===== config.mk =====
export PLATFORM = sky130hd
export DESIGN_NAME = seq_mult
export DESIGN_NICKNAME = d
export VERILOG_FILES = /design/src/rtl/seq_mult.sv
export SDC_FILE = /design/constraint.sdc
export NUM_CORES = 1
export LEC_CHECK = 0
export CAP_MARGIN = 20
export CORE_UTILIZATION = 50
export CTS_BUF_LIST = sky130_fd_sc_hd__clkbuf_8
export CTS_CLUSTER_DIAMETER = 150
export DETAILED_ROUTE_END_ITERATION = 16
export GPL_ROUTABILITY_DRIVEN = 0
export GPL_TIMING_DRIVEN = 0
export PLACE_DENSITY = 0.77
export SETUP_SLACK_MARGIN = 0.02
export SLEW_MARGIN = 10
export SYNTH_ARGS = -nofsm -noshare
export SYNTH_HDL_FRONTEND = slang
export SYNTH_SLANG_ARGS = --single-unit

===== constraint.sdc =====
create_clock -name clk -period 4.5 [get_ports clk]
set_input_delay 0.9 -clock clk [delete_from_list [all_inputs] [get_ports clk]]
set_output_delay 0.9 -clock clk [all_outputs]
set_load 0.03 [all_outputs]

===== src/rtl/seq_mult.sv =====
// seq_mult -- iterative shift-add multiplier.
//
// Computes the low N bits of a*b using one add/shift step per clock over N
// clocks. This is correct for unsigned and two's-complement operands alike,
// and overflow is not reported.
//
// Parameters:
//   N       operand and result width in bits (N >= 2)
//
// Ports:
//   clk     single clock; all state updates on the rising edge
//   reset   synchronous, active-high reset
//   start   request pulse; a and b are captured in the same cycle (IDLE only)
//   a, b    multiplicand / multiplier
//   busy    high while the state is RUN or DONE
//   done    one-cycle pulse while the state is DONE; result is valid
//   result  low N bits of a*b, held until the next completion
//   zero    high when the registered result is zero
module seq_mult #(
  parameter int N = 64
) (
  input  logic         clk,
  input  logic         reset,
  input  logic         start,
  input  logic [N-1:0] a,
  input  logic [N-1:0] b,
  output logic         busy,
  output logic         done,
  output logic [N-1:0] result,
  output logic         zero
);

  localparam int CW = $clog2(N);
  localparam logic [CW-1:0] LAST = CW'(N - 1);

  typedef enum logic [1:0] {
    IDLE = 2'd0,
    RUN  = 2'd1,
    DONE = 2'd2
  } state_t;

  state_t         state;
  logic [N-1:0]   mcand;
  logic [N-1:0]   mplier;
  logic [N-1:0]   acc;
  logic [CW-1:0]  count;
  logic [N-1:0]   acc_sum;

  // Partial-product step: add the shifted multiplicand when the current
  // multiplier bit is set. The sum is naturally truncated to N bits.
  assign acc_sum = mplier[0] ? (acc + mcand) : acc;

  // The zero flag follows the registered result, so it moves only when
  // result does.
  assign zero = (result == '0);

  always_ff @(posedge clk) begin
    if (reset) begin
      state  <= IDLE;
      count  <= '0;
      acc    <= '0;
      mcand  <= '0;
      mplier <= '0;
      result <= '0;
      busy   <= 1'b0;
      done   <= 1'b0;
    end else begin
      case (state)
        IDLE: begin
          if (start) begin
            mcand  <= a;
            mplier <= b;
            acc    <= '0;
            count  <= '0;
            state  <= RUN;
            busy   <= 1'b1;
          end
        end

        RUN: begin
          acc    <= acc_sum;
          mcand  <= mcand << 1;
          mplier <= mplier >> 1;
          count  <= count + CW'(1);
          // Last of the N steps: publish the completed sum directly so the
          // result is available in the DONE cycle.
          if (count == LAST) begin
            result <= acc_sum;
            state  <= DONE;
            done   <= 1'b1;
          end
        end

        DONE: begin
          state <= IDLE;
          busy  <= 1'b0;
          done  <= 1'b0;
        end

        default: begin
          state <= IDLE;
          busy  <= 1'b0;
          done  <= 1'b0;
        end
      endcase
    end
  end

endmodule

**After elaboration in Yosys (flattened, before gate mapping)**

Index checks and enable logic that the tools add are counted.

- Register bits: 266
- Input port bits: 131
- Output and inout port bits: 67
- Word-level logic and storage cells: 40

- Add/sub/neg operators: 2
- Equality and inequality tests: 4
- Mux-type cells: 16
- Bitwise operators: 2
- Reduce and logical (&&, ||, !) cells: 8

Operator list:

| cell | number |
|---|---|
| 64-bit one-hot mux with 2 select lines | 3 |
| 64-bit 2-to-1 mux | 4 |
| 64-bit adder | 1 |
| 64-bit zero test | 1 |
| 6-bit one-hot mux with 2 select lines | 1 |
| 2-bit AND reduction | 5 |
| 6-bit by 1-bit adder with 6-bit output, second input constant | 1 |
| 6-bit equality test, second input constant | 1 |
| 6-bit 2-to-1 mux | 1 |
| 2-bit 2-to-1 mux | 2 |
| 2-bit != test, second input constant | 2 |
| 1-bit one-hot mux with 2 select lines | 2 |
| 2-bit one-hot mux with 2 select lines | 1 |
| 2-bit by 1-bit equality test with 1-bit output, second input constant | 1 |
| 2-bit zero test | 1 |
| 1-bit 2-to-1 mux | 2 |
| 1-bit NOT | 2 |
| 2-bit nonzero test | 1 |

**Logic depth before layout (Yosys ltp)**

- Depth in word-level cells: 3
- Depth in mapped cells: 16
- Gate-level depth less buffers: 16

**Worst setup path before layout**

OpenSTA, ideal clock, no wires.

- Path type: reg-to-reg
- From: register mcand[0]
- To: register result[50]
- Data arrival time: 3.201 ns
- Setup slack: 1.211 ns
- Cell stages (with the launch flop): 17
- Period minus slack after synthesis: 3.289 ns
- Cells stage by stage: dfxtp_1 -> ha_1 -> inv_1 -> fa_1 -> nand2b_1 -> a21oi_2 -> nor2_1 -> o21ai_2 -> nand2_2 -> a31oi_4 -> a211oi_4 -> o41ai_4 -> a31oi_2 -> o21ai_2 -> a21oi_2 -> mux2_4 -> a311oi_2

- Word-level cells in the longest chain between the ends: 2

Ends and longest elaborated chain:

| what | line | source |
|---|---|---|
| start, declared | 43 | `logic [N-1:0] mcand;` |
| start signal, assigned | 82 | `mcand <= mcand << 1;` |
| 64-bit adder | 51 | `assign acc_sum = mplier[0] ? (acc + mcand) : acc;` |
| 64-bit 2-to-1 mux | 51 |  |
| end signal, assigned | 88 | `result <= acc_sum;` |
| end, declared | 29 | `output logic [N-1:0] result,` |

Every way passes these cells.
A chain may end at the register's enable or synchronous reset.

**Worst setup path in the final report**

- From: register result[44]
- To: output zero

- Word-level cells in the longest chain between the ends: 1

Ends and longest elaborated chain:

| what | line | source |
|---|---|---|
| 64-bit zero test | 55 | `assign zero = (result == '0);` |
| end, declared | 30 | `output logic zero` |

Every way passes these cells.

==> reports/qor.txt <==
Status: finished clean
Crit path cell chain: nor4_1, nand4_1, nor4_1, clkdlybuf4s50_1
Worst skew pair latency: 0.59 ns
Register area: 0.00533 mm^2
Syn-to-layout area delta: 23.5%
# DRC: 0
Fill cells: 2513
DR pass1 iterations: 7
Fin. Hold Viols: 0
Worst hold path type: flop to flop
Switch Pwr: 1.70 mW
Clock share of power: 39.2%
Hold-fix buffer count after cts: 0
Share of cells above drive strength 1: 5.63%
CTS tree: done
Mapped Area: 0.0144 mm^2
Die ar.: 0.0295 mm^2
Fmax: 0.234 GHz
CTS Sinks: 266
Sequential share of the synthesized area: 36.9%
Final min period: 4.28 ns
EDFF count, synth: 0
Vias in the first global route: 13600
Worst hold margin: 0.477 ns
Synth Warn #: 0
Pwr/cell area: 329 mW/mm^2
Worst setup EP type: output port
P_int: 4.15 mW
Maximum VDD drop: 0.000199 V
CTS clk-pin slew, worst paths: 0.06 ns
Multi-input gate area: 0.00837 mm^2
GRT overflow: 0
Total chip power: 5.85 mW
Largest cells by area after synthesis: dfxtp_1 (37%), nor2_1 (15%), nor4_1 (6.2%)
Post-route ant nets: 0
Row count: 61
Drt total wl: 44100 um
Ant diodes: 0
CP Data Arrival Time: 3.38 ns
Worst path slowest cell: nor4_1
CP Max Fanout: 3
Final Setup Violations: 0
Die span in x: 172 um
Average cell area after synthesis: 7.79 um^2
Initial Util: 51.3%
Main flop type after synthesis: dfxtp_1
Area share of the largest cell type after synthesis: 36.9%
Post-synth net total: 2047
CP startpoint kind: flop
First-pass GRT wire length: 69300 um
Post-synth cell types: 81
Setup Buffers After CTS: 0
MaxCap Viol Count: 0
Worst path most repeated cell: nor4_1
Avg WL per Cell: 17.6 um
Worst Max-Slew Pin Slew: 1.09 ns
Number of synthesized register bits: 266
GR Util All Layers: 29.6%
Clock buffer depth: 3
Top-count cell post-synth: nor2_1
Total number of vias: 14600
Core Footprint: 0.0281 mm^2
Post-DR vias/cell: 5.81
RSZ-0062 raised after global routing: no
Dpl hpwl: 33500 um
Period Utilization, post-route: 95.0%
Post-Synthesis Cells: 1851
Sequential power share: 44.3%
# nets final: 2290
Drt initial violations: 1263
I/O pin count: 198
Switching part of the total: 29.1%
CTS resizes: 0
Dominant cell type by area after synthesis: dfxtp_1
Total CTS buffers: 45
Pleak: 7.28 nW
Post-synth top cells: nor2_1 (559), dfxtp_1 (266), nor4_1 (143), clkbuf_1 (103), a21oi_1 (92)
Crit Path Category: flop to output port
Async SR Flop Fraction: 0%
Pin count of the biggest net entering global routing: 14
Number of port buffers: 196
Final Max Slew Viols: 0
Comb power frac: 16.5%
Worst path required time: 3.60 ns
Initial antenna violation count: 1
Clock skew: 0.0192 ns
H-Tree Depth: 2
Relative slew margins: 26.9%
CTS root buf: clkbuf_8
Die H: 172 um
Setup TNS: 0 ns
Max incr delay on CP: 0.92 ns
-- worst max-delay path, delay by kind of cell (launching register included) --
| kind | cells | cell delay (ns) |
|---|---|---|
| flops | 1 | 0.32 |
| buf+inv | 1 | 0.74 |
| simple gates | 3 | 1.74 |
-- area by class of cell --
class / count / area share (%)
multi-input cells: 1426 / 47.0
flip-flops and latches: 266 / 29.9
repair buffers: 196 / 11.0
clock buffers: 54 / 4.17
plain buffers: 137 / 3.60
well taps: 378 / 2.65
clock inverters: 29 / 1.22
inverters: 22 / 0.464
-- power groups by stage --
stage | clock [mW] | sequential (mW) | combinational, mW
after global placement | 0 | 2.63 | 0.931
after CTS | 2.32 | 2.59 | 0.960
final | 2.29 | 2.59 | 0.968
after detailed placement | 0 | 2.64 | 0.954
after floorplan | 0 | 2.60 | 0.647
after global routing | 2.43 | 2.60 | 1.07
-- stage by stage --
step	setup slack [ns]	instances	util (%)	cell area (um^2)
6_report	0.223	2508	63.4	17800
2_1_floorplan	1.21	1851	-	14400
5_1_grt	0.204	2508	63.4	17800
4_1_cts	0.336	2508	63.4	17800
3_5_place_dp	0.595	2425	60.0	16900
3_3_place_gp	0.643	2425	60.0	16900
-- cell families (layout without fill, tap and decap cells) --
| kind of cell | count (synthesis) | count (layout) | synth area share (%) |
|---|---|---|---|
| buffers and inverters | 159 | 438 | 5.02 |
| xor gates and xnor gates | 60 | 60 | 3.64 |
| adders and majority gates | 65 | 65 | 5.69 |
| muxes | 50 | 50 | 3.51 |
| DFF | 266 | 266 | 36.9 |
| AOI/OAI and AO/OA | 362 | 362 | 17.6 |
| and+or+nand+nor | 889 | 889 | 27.6 |
-- metal layers --
layer | vias up | track usage (%) | wire length, um
met5 | - | 0 | 13
met2 | 545 | 49.2 | 20400
li1 | 7057 | - | -
met3 | 110 | 5.11 | 3230
met1 | 6859 | 37.7 | 18900
met4 | 2 | 12.2 | 1550
-- placed cells by master (no fill, tap or decap), types with 4 or more instances in the layout --
cell type	instances
a211oi_1	54
a21o_1	39
a21oi_1	92
a221oi_1	4
a22o_1	16
a22oi_1	18
a31oi_1	27
and2_1	8
and3_1	5
buf_1	10
buf_2	4
buf_4	6
buf_6	13
clkbuf_1	103
clkbuf_8	54
clkdlybuf4s50_1	196
clkinv_2	5
dfxtp_1	266
ha_1	64
inv_1	40
mux2i_1	48
nand2_1	68
nand2b_1	11
nand3_1	20
nand4_1	27
nor2_1	559
nor2b_1	6
nor3_1	20
nor4_1	143
o21a_1	10
o21ai_0	39
o21bai_1	16
o31ai_1	4
xnor2_1	38
xor2_1	22
-- path summary, 6_finish.rpt --
kind | start | end | slack [ns] | cells after the start
setup / recovery | result[44]$_SDFFE_PP0P_ | zero | 0.22 | 4
hold / removal | mcand[63]$_SDFFE_PP0P_ | mcand[63]$_SDFFE_PP0P_ | 0.48 | 2
setup reg to reg | mcand[0]$_SDFFE_PP0P_ | result[50]$_SDFFE_PP0P_ | 0.50 | 16
hold reg to reg | mcand[63]$_SDFFE_PP0P_ | mcand[63]$_SDFFE_PP0P_ | 0.48 | 2
-- sequential cells by signal (all words and copies together) (netlist names) --
signal and flops:
mplier 64, acc 64, done 1, result 64, busy 1, mcand 64
count 6, state 2
Note: power is estimated with default switching activity, not from simulation.
